## src/rtl/clk_switch_ctrl.sv

```systemverilog
// Glitch-safe sequencer for the 4:1 PLL clock mux select and its output clock gate.
// Order of a switch: gate off, drain, move select, settle, gate on; aborts if the target PLL loses lock.
module clk_switch_ctrl #(
   parameter int GATE_OFF_CYC = 4,
   parameter int SETTLE_CYC   = 8
) (
   input  logic       clk_i,
   input  logic       arst_ni,
   input  logic [3:0] pll_lock_i,
   input  logic       req_valid_i,
   input  logic [1:0] req_sel_i,
   input  logic       req_en_i,
   output logic       req_ready_o,
   output logic [1:0] sel_o,
   output logic       en_o,
   output logic       busy_o,
   output logic       done_o,
   output logic       err_o
);

   localparam int MAX_CYC = (GATE_OFF_CYC > SETTLE_CYC) ? GATE_OFF_CYC : SETTLE_CYC;
   localparam int CW      = $clog2(MAX_CYC + 1);
   localparam logic [CW-1:0] GATE_LOAD   = CW'(GATE_OFF_CYC - 1);
   localparam logic [CW-1:0] SETTLE_LOAD = CW'(SETTLE_CYC - 1);

   typedef enum logic [1:0] {IDLE, DRAIN, SETTLE} state_t;

   state_t        state, state_nx;
   logic [CW-1:0] cnt, cnt_nx;
   logic [1:0]    tgt_sel, tgt_sel_nx;
   logic          tgt_en, tgt_en_nx;
   logic [1:0]    sel_nx;
   logic          en_nx, done_nx, err_nx;
   logic          accept, req_locked, tgt_lost;

   assign accept      = req_valid_i && (state == IDLE);
   assign req_locked  = pll_lock_i[req_sel_i];
   assign tgt_lost    = !pll_lock_i[tgt_sel];
   assign req_ready_o = (state == IDLE);
   assign busy_o      = !req_ready_o;

   // Async reset closes the gate immediately, independent of the reference clock.
   always_ff @(posedge clk_i or negedge arst_ni) begin
      if (!arst_ni) begin
         state   <= IDLE;
         cnt     <= '0;
         sel_o   <= '0;
         en_o    <= 1'b0;
         done_o  <= 1'b0;
         err_o   <= 1'b0;
         tgt_sel <= '0;
         tgt_en  <= 1'b0;
      end else begin
         state   <= state_nx;
         cnt     <= cnt_nx;
         sel_o   <= sel_nx;
         en_o    <= en_nx;
         done_o  <= done_nx;
         err_o   <= err_nx;
         tgt_sel <= tgt_sel_nx;
         tgt_en  <= tgt_en_nx;
      end
   end

   always_comb begin
      state_nx = state;
      unique case (state)
         IDLE: begin
            if (accept && req_locked && (req_sel_i != sel_o))
               state_nx = en_o ? DRAIN : SETTLE;
         end
         DRAIN: begin
            if (tgt_lost)         state_nx = IDLE;
            else if (cnt == '0)   state_nx = SETTLE;
         end
         SETTLE: begin
            if (tgt_lost || (cnt == '0)) state_nx = IDLE;
         end
         default: state_nx = IDLE;
      endcase
   end

   // Lock loss beats the cnt==0 transition: an unlocked target never gets its gate opened.
   always_comb begin
      cnt_nx     = cnt;
      sel_nx     = sel_o;
      en_nx      = en_o;
      done_nx    = 1'b0;
      err_nx     = 1'b0;
      tgt_sel_nx = tgt_sel;
      tgt_en_nx  = tgt_en;
      unique case (state)
         IDLE: begin
            if (accept) begin
               tgt_sel_nx = req_sel_i;
               tgt_en_nx  = req_en_i;
               if (!req_locked) begin
                  err_nx = 1'b1;
               end else if (req_sel_i == sel_o) begin
                  en_nx   = req_en_i;
                  done_nx = 1'b1;
               end else if (en_o) begin
                  en_nx  = 1'b0;
                  cnt_nx = GATE_LOAD;
               end else begin
                  sel_nx = req_sel_i;
                  cnt_nx = SETTLE_LOAD;
               end
            end
         end
         DRAIN: begin
            if (tgt_lost) begin
               en_nx  = 1'b0;
               err_nx = 1'b1;
            end else if (cnt == '0) begin
               sel_nx = tgt_sel;
               cnt_nx = SETTLE_LOAD;
            end else begin
               cnt_nx = cnt - CW'(1);
            end
         end
         SETTLE: begin
            if (tgt_lost) begin
               en_nx  = 1'b0;
               err_nx = 1'b1;
            end else if (cnt == '0) begin
               en_nx   = tgt_en;
               done_nx = 1'b1;
            end else begin
               cnt_nx = cnt - CW'(1);
            end
         end
         default: ;
      endcase
   end

   a_gate_closed_on_switch: assert property (@(posedge clk_i) disable iff (!arst_ni)
      (sel_o != $past(sel_o)) |-> !en_o);
   a_done_err_excl: assert property (@(posedge clk_i) disable iff (!arst_ni)
      !(done_o && err_o));

endmodule

```

## config.mk

```make
export PLATFORM = sky130hd
export DESIGN_NAME = clk_switch_ctrl
export DESIGN_NICKNAME = d
export VERILOG_FILES = /design/src/rtl/clk_switch_ctrl.sv
export SDC_FILE = /design/constraint.sdc
export NUM_CORES = 1
export LEC_CHECK = 0
export ABC_CLOCK_PERIOD_IN_PS = 5600
export CORE_MARGIN = 1
export CORE_UTILIZATION = 57
export CTS_BUF_LIST = sky130_fd_sc_hd__clkbuf_8
export CTS_CLUSTER_DIAMETER = 100
export CTS_CLUSTER_SIZE = 24
export DETAILED_ROUTE_END_ITERATION = 10
export PLACE_DENSITY = 0.95
export SETUP_SLACK_MARGIN = 0.5
export SYNTH_ARGS = -nofsm -noshare
export SYNTH_HDL_FRONTEND = slang
export SYNTH_SLANG_ARGS = --single-unit
```

## constraint.sdc

```tcl
create_clock -name clk_i -period 5.6 [get_ports clk_i]
set_input_delay 0.84 -clock clk_i [delete_from_list [all_inputs] [get_ports clk_i]]
set_output_delay 0.84 -clock clk_i [all_outputs]
set_load 0.02 [all_outputs]
```

==> results of run 1 <==
layer usage:
layer  wire length, µm  vias up
met5                 0        -
li1                  -      387
met1               902      407
met2              1159       39
met3               118       13
met4                95        0
power by group:
part	total [µW]	switching (µW)	internal, µW
registers	187	39.5	147
logic	422	234	189
clock network	98.7	36.4	62.3
logic make-up (layout without fill, tap and decap cells):
family	after synthesis	in the layout	synth area share
buffers and inverters	10	27	0.03979
XOR/XNOR	3	3	0.02786
flip-flops	14	14	0.3714
AND/OR/NAND/NOR	24	24	0.1287
adder cells (fa/ha/maj)	5	5	0.06631
multiplexers	9	9	0.1313
AO/OA/AOI/OAI	30	30	0.2347
cells in the final DEF, fill, tap and decap left out:
master,instances
a32o_1,1
or2_2,1
xor2_1,3
nand2b_1,2
a21boi_0,1
o211ai_1,2
a21oi_1,6
or3b_1,1
a22oi_1,2
a32oi_1,2
mux4_2,2
ha_1,5
dfrtp_1,14
nor2b_1,2
o21ai_2,1
o22ai_1,2
nand2_1,7
a211oi_1,2
nor3_1,2
o21ai_1,2
clkdlybuf4s50_1,16
nor3b_1,2
nor2_1,6
a21o_1,2
a31oi_1,3
a22o_1,1
clkbuf_8,4
mux2_2,7
inv_1,7
o21ai_0,2
and2b_1,1
a2111oi_4,1
per-stage QoR:
step | cell area, µm² | hold WS [ns]
global placement | 1112 | 0.4945
floorplan | 943.4 | 0.4798
CTS | 1167 | 0.5286
global route | 1167 | 0.5414
detailed placement | 1112 | 0.5249
finish | 1167 | 0.5374
flip-flops by register name, summed over array words and instances, names as in the netlist:
| register | count |
|---|---|
| tgt_sel | 2 |
| sel_o | 2 |
| done_o | 1 |
| en_o | 1 |
| state | 2 |
| err_o | 1 |
| cnt | 4 |
| tgt_en | 1 |
worst paths after layout:
path	endpoint
setup reg to reg	sel_o[0]$_DFFE_PN0P_
min in group asynchronous	cnt[1]$_DFFE_PN0P_
setup / recovery	busy_o
hold reg to reg	tgt_en$_DFFE_PN0P_
hold / removal	tgt_en$_DFFE_PN0P_
max in group asynchronous	state[1]$_DFFE_PN0P_
cell type report:
| class | instances | area (µm²) | share of cell area |
|---|---|---|---|
| timing repair buffer | 16 | 160.2 | 0.1372 |
| tap | 16 | 20.02 | 0.01715 |
| clock buffer | 4 | 55.05 | 0.04716 |
| sequential | 14 | 350.3 | 0.3001 |
| inverter | 7 | 26.28 | 0.02251 |
| multi-input combinational | 71 | 555.5 | 0.4759 |
worst reg2reg max path: stages (launching register included):
cell and delay, ns:
dfrtp_1 0.37, inv_1 0.10, ha_1 0.19, or3b_1 0.48, nand2_1 0.16, o211ai_1 0.12, a211oi_1 0.40, mux2_2 0.39
==> flow_metrics.py, run 1 <==
metrics = {
    "status": {
        "status": "complete, no violations",
    },
    "clock_tree": {
        "clk_latency_ns": 0.25,
        "cts_setup_buffers": 0,
        "cts_hold_buf": 0,
        "cts_tree": "done",
        "cts_buffers": 3,
        "clkSinkCount": 14,
        "htreeDepth": 1,
        "path_clk_slew_ns": 0.06,
        "cts_resized": 0,
        "root_buffer": "clkbuf_8",
        "clock_path_buffers": 2,
    },
    "cells_and_area": {
        "drive_above_1_share": 0.1429,
        "n_antenna_cell": 0,
        "fin_nets": 128,
        "syn_to_final_growth_pct": 23.74,
        "stdcell_count": 128,
        "fin_util": 0.7660,
        "fillers": 91,
    },
    "synthesis": {
        "syn-cell-area_um2": 943.4,
        "ys_seq_elements": 14,
        "async_flop_share": 1.000,
        "synthFlopType": "dfrtp_1",
        "yosysMostFrequentCell": "dfrtp_1",
        "synthTopCellsByArea": "dfrtp_1, mux2_2, ha_1, mux4_2, a21oi_1",
        "synth_top_area_frac": 0.3714,
        "syn_nets": 110,
        "synth_common_cells": "dfrtp_1, inv_1, mux2_2, nand2_1",
        "ys_seq_area_frac": 0.3714,
        "synth_cells": 95,
        "syn_avg_cell_area_um2": 9.931,
        "ys_warn_count": 0,
        "synth_top_area_cell": "dfrtp_1",
        "yosysUniqueCellTypes": 31,
        "synth_edf_count": 0,
    },
    "grt": {
        "grt_pass1_wl_mm": 3.905,
        "grt_pass1_vias": 833,
        "grt_use_met1": 0.3501,
        "gr-usage-met3": 0.06383,
        "antenna_found_initial": 0,
        "busiest_layer": "met2",
        "grt_overflow_total": 0,
        "grt_max_degree": 15,
        "globalRouteMet2Util": 0.4970,
        "grt_usage": 0.2959,
    },
    "sta": {
        "fin_skew_ns": 0.003003,
        "worst_pin_slew_ns": 0.6461,
        "fmax_ghz": 0.3550,
        "setup_viol": 0,
        "slew_viol_final": 0,
        "timing.final.ws_setup_ns": 2.783,
        "hold_viol": 0,
        "post-route-period-util": 0.5030,
        "fin_setup_tns_ns": 0,
        "grt_setup_unrepaired": "no",
        "fin_crit_ns": 2.817,
        "maxSlewHeadroom": 0.5679,
    },
    "worst_setup_path": {
        "cp_data_required_time_ns": 4.76,
        "crit_start": "state[0]$_DFFE_PN0P_",
        "worstSetupPathType": "reg -> out",
        "critPathLaunchType": "register",
        "cp_max_fo": 10,
        "r2r_cells": 7,
        "critPathBufInv": 3,
        "cp_num_cells": 4,
        "crit_chain": "inv_1 > ha_1 > inv_1 > clkdlybuf4s50_1",
        "regToRegStartpoint": "cnt[0]$_DFFE_PN0P_",
        "crit_family": "buffers and inverters",
        "critPathMostFrequentCell": "inv_1",
        "slowest_delay_ns": 0.57,
        "r2r_slack_ns": 3.27,
        "crit_path_end_kind": "output port",
        "arrival_ns": 1.98,
        "cp_slowest_cell": "clkdlybuf4s50_1",
    },
    "detailed_routing": {
        "ant_nets": 0,
        "wl_per_cell_um": 17.78,
        "drt-total-wl_mm": 2.276,
        "via_per_inst": 6.609,
        "first_pass_iters": 4,
        "vias": 846,
        "drcViolationCount": 0,
        "first_iter_violations": 31,
    },
    "place": {
        "gp_congestion": 0.9281,
        "port_buffers": 16,
        "dp.cells": 124,
        "dpl.hpwl_mm": 1.607,
        "place_ws_ns": 2.749,
    },
    "min_path": {
        "hold_class": "reg -> reg",
        "min_delay_path_depth": 1,
        "hp-start": "tgt_en$_DFFE_PN0P_",
    },
    "floorplanning": {
        "die_h_um": 42.68,
        "initial_utilization": 0.6190,
        "pin_count": 17,
        "num_rows": 14,
        "fp.dieArea_um2": 1822,
        "fp.dieW_um": 42.68,
        "core_um2": 1524,
    },
    "power_and_ir_drop": {
        "ir_drop_mv": 0.3438,
        "power_density_nw_per_um2": 606.4,
        "p_total_uw": 707.9,
        "p_leak_uw": 0.0005003,
    },
    "flow_run": {
        "drv_cap": 0,
    },
}
Note: power is estimated with default switching activity, not from simulation.
==> inputs of run 2 (changes only) <==
ABC_CLOCK_PERIOD_IN_PS = 2800   (was 5600)
CORE_UTILIZATION = 53   (was 57)
PLACE_DENSITY = 0.89   (was 0.95)
clock period = 2.8 ns   (was 5.6 ns; I/O delays follow)
==> run 2 against run 1 <==
Power rose by 100%. Combinational power rose by 100%. Final cell count did not move. Hold slack got worse by 0.014 ns. Via count fell by 5.8%. Wire length fell by 11%. Sequential power rose by 98%. Register-to-register slack got worse by 2.6 ns. Die area rose by 7.2%. Flip-flop and latch count did not move. Critical path depth rose by 2. Non-clock buffer count did not move. Highest routed layer unchanged.
==> flow_metrics.py, run 2 (synthesis gave the netlist of run 1 again) <==
metrics = {
    "worst_setup_path": {
        "cp_max_fo": 8,
        "cp_data_required_time_ns": 2.94,
        "arrival_ns": 2.30,
        "worstSetupPathType": "in -> reg",
        "crit_path_end_kind": "register",
        "critPathLaunchType": "input pin",
    },
    "detailed_routing": {
        "ant_nets": 0,
        "via_per_inst": 6.227,
        "wl_per_cell_um": 15.74,
        "first_pass_iters": 6,
        "first_iter_violations": 20,
        "drt-total-wl_mm": 2.015,
        "vias": 797,
        "drcViolationCount": 0,
    },
    "clock_tree": {
        "path_clk_slew_ns": 0.06,
        "cts_tree": "done",
        "cts_buffers": 3,
        "clock_path_buffers": 2,
        "root_buffer": "clkbuf_8",
        "clk_latency_ns": 0.25,
        "htreeDepth": 1,
        "clkSinkCount": 14,
    },
    "cells_and_area": {
        "largest_reg_flops": 4,
        "fin_nets": 128,
        "syn_to_final_growth_pct": 25.60,
        "fin_util": 0.7516,
        "drive_above_1_share": 0.1607,
        "top_register": "cnt",
        "mostFrequentLayoutCells": "clkdlybuf4s50_1, dfrtp_1, inv_1, nand2_1, mux2_2",
        "n_antenna_cell": 0,
        "final_common_cell": "clkdlybuf4s50_1",
    },
    "sta": {
        "fin_setup_tns_ns": 0,
        "timing.final.ws_setup_ns": 0.6495,
        "worst_pin_slew_ns": 0.6292,
        "grt_setup_unrepaired": "no",
        "fin_crit_ns": 2.151,
        "whs_ns": 0.5238,
        "fin_skew_ns": 0.007559,
        "fmax_ghz": 0.4650,
        "post-route-period-util": 0.7680,
        "setup_viol": 0,
        "maxSlewHeadroom": 0.5792,
        "slew_viol_final": 0,
        "hold_viol": 0,
    },
    "grt": {
        "globalRouteMet2Util": 0.4294,
        "grt_usage": 0.2474,
        "busiest_layer": "met2",
        "grt_pass1_wl_mm": 3.422,
        "gr-usage-met3": 0.07347,
        "grt_use_met1": 0.2880,
        "antenna_found_initial": 0,
        "grt_pass1_vias": 745,
        "grt_overflow_total": 0,
        "grt_max_degree": 15,
    },
    "floorplanning": {
        "fp.dieArea_um2": 1953,
        "fp.dieW_um": 44.19,
        "initial_utilization": 0.5984,
        "pin_count": 17,
        "core_um2": 1577,
        "die_h_um": 44.19,
        "num_rows": 14,
    },
    "power_and_ir_drop": {
        "p_total_uw": 1432,
        "power_density_nw_per_um2": 1209,
        "ir_drop_mv": 0.7583,
        "p_leak_uw": 0.0005024,
    },
    "place": {
        "gp_congestion": 0.9286,
        "port_buffers": 16,
        "dpl.hpwl_mm": 1.417,
        "place_ws_ns": 0.3469,
    },
    "min_path": {
        "hold_class": "reg -> reg",
    },
    "flow_run": {
        "drv_cap": 0,
    },
    "status": {
        "status": "complete, no violations",
    },
}
run 2: cell count changes in the layout (fill, tap and decap cells not counted):
cell | previous run | this run
a211oi_1 | 2 | 1
a211oi_2 | 0 | 1
ha_1 | 5 | 4
ha_4 | 0 | 1
run 2: final cells by class:
class                   count  area [µm²]
multi-input cells          71       573.1
repair buffers             16       160.2
inverters                   7       26.28
clock buffers               4       55.05
well taps                  16       20.02
flip-flops and latches     14       350.3
fillers                   122       391.6
run 2: repair_timing:
action	CTS	global route
hold buffers	0	0
gates resized for setup	1	2
pin swaps	0	1
setup buffers	0	0
endpoints found under the setup margin	1	4
run 2: metrics by stage:
| step | area, µm² | cells |
|---|---|---|
| floorplan | 943.4 | 95 |
| CTS | 1170 | 128 |
| global placement | 1112 | 124 |
| detailed placement | 1112 | 124 |
| global route | 1185 | 128 |
| finish | 1185 | 128 |
run 2: per-layer routing:
layer  wire length (µm)  share of wire
met2               1032           0.51
met5                  0              0
met1                816           0.40
met4                 55          0.027
met3                111          0.055
run 2: power by group:
group / switching [µW] / total (µW) / internal [µW]
Clock: 75.3 / 200 / 125
Sequential: 75.3 / 370 / 295
Combinational: 456 / 862 / 406
run 2: worst paths after layout:
path | slack (ns) | to | start | cells after the start
max | 0.65 | cnt[3]$_DFFE_PN0P_ | pll_lock_i[1] | 6
max in group asynchronous | 1.83 | state[1]$_DFFE_PN0P_ | arst_ni | 1
min in group asynchronous | 0.56 | cnt[0]$_DFFE_PN0P_ | arst_ni | 1
min | 0.52 | tgt_en$_DFFE_PN0P_ | tgt_en$_DFFE_PN0P_ | 1
max reg2reg | 0.65 | sel_o[1]$_DFFE_PN0P_ | cnt[0]$_DFFE_PN0P_ | 7
min reg2reg | 0.52 | tgt_en$_DFFE_PN0P_ | tgt_en$_DFFE_PN0P_ | 1
run 2: worst max-delay path, cell delays in order:
cell	delay, ns
clkdlybuf4s50_1	0.47
mux4_2	0.34
a21boi_0	0.17
a2111oi_4	0.55
o21ai_1	0.14
a22o_1	0.20
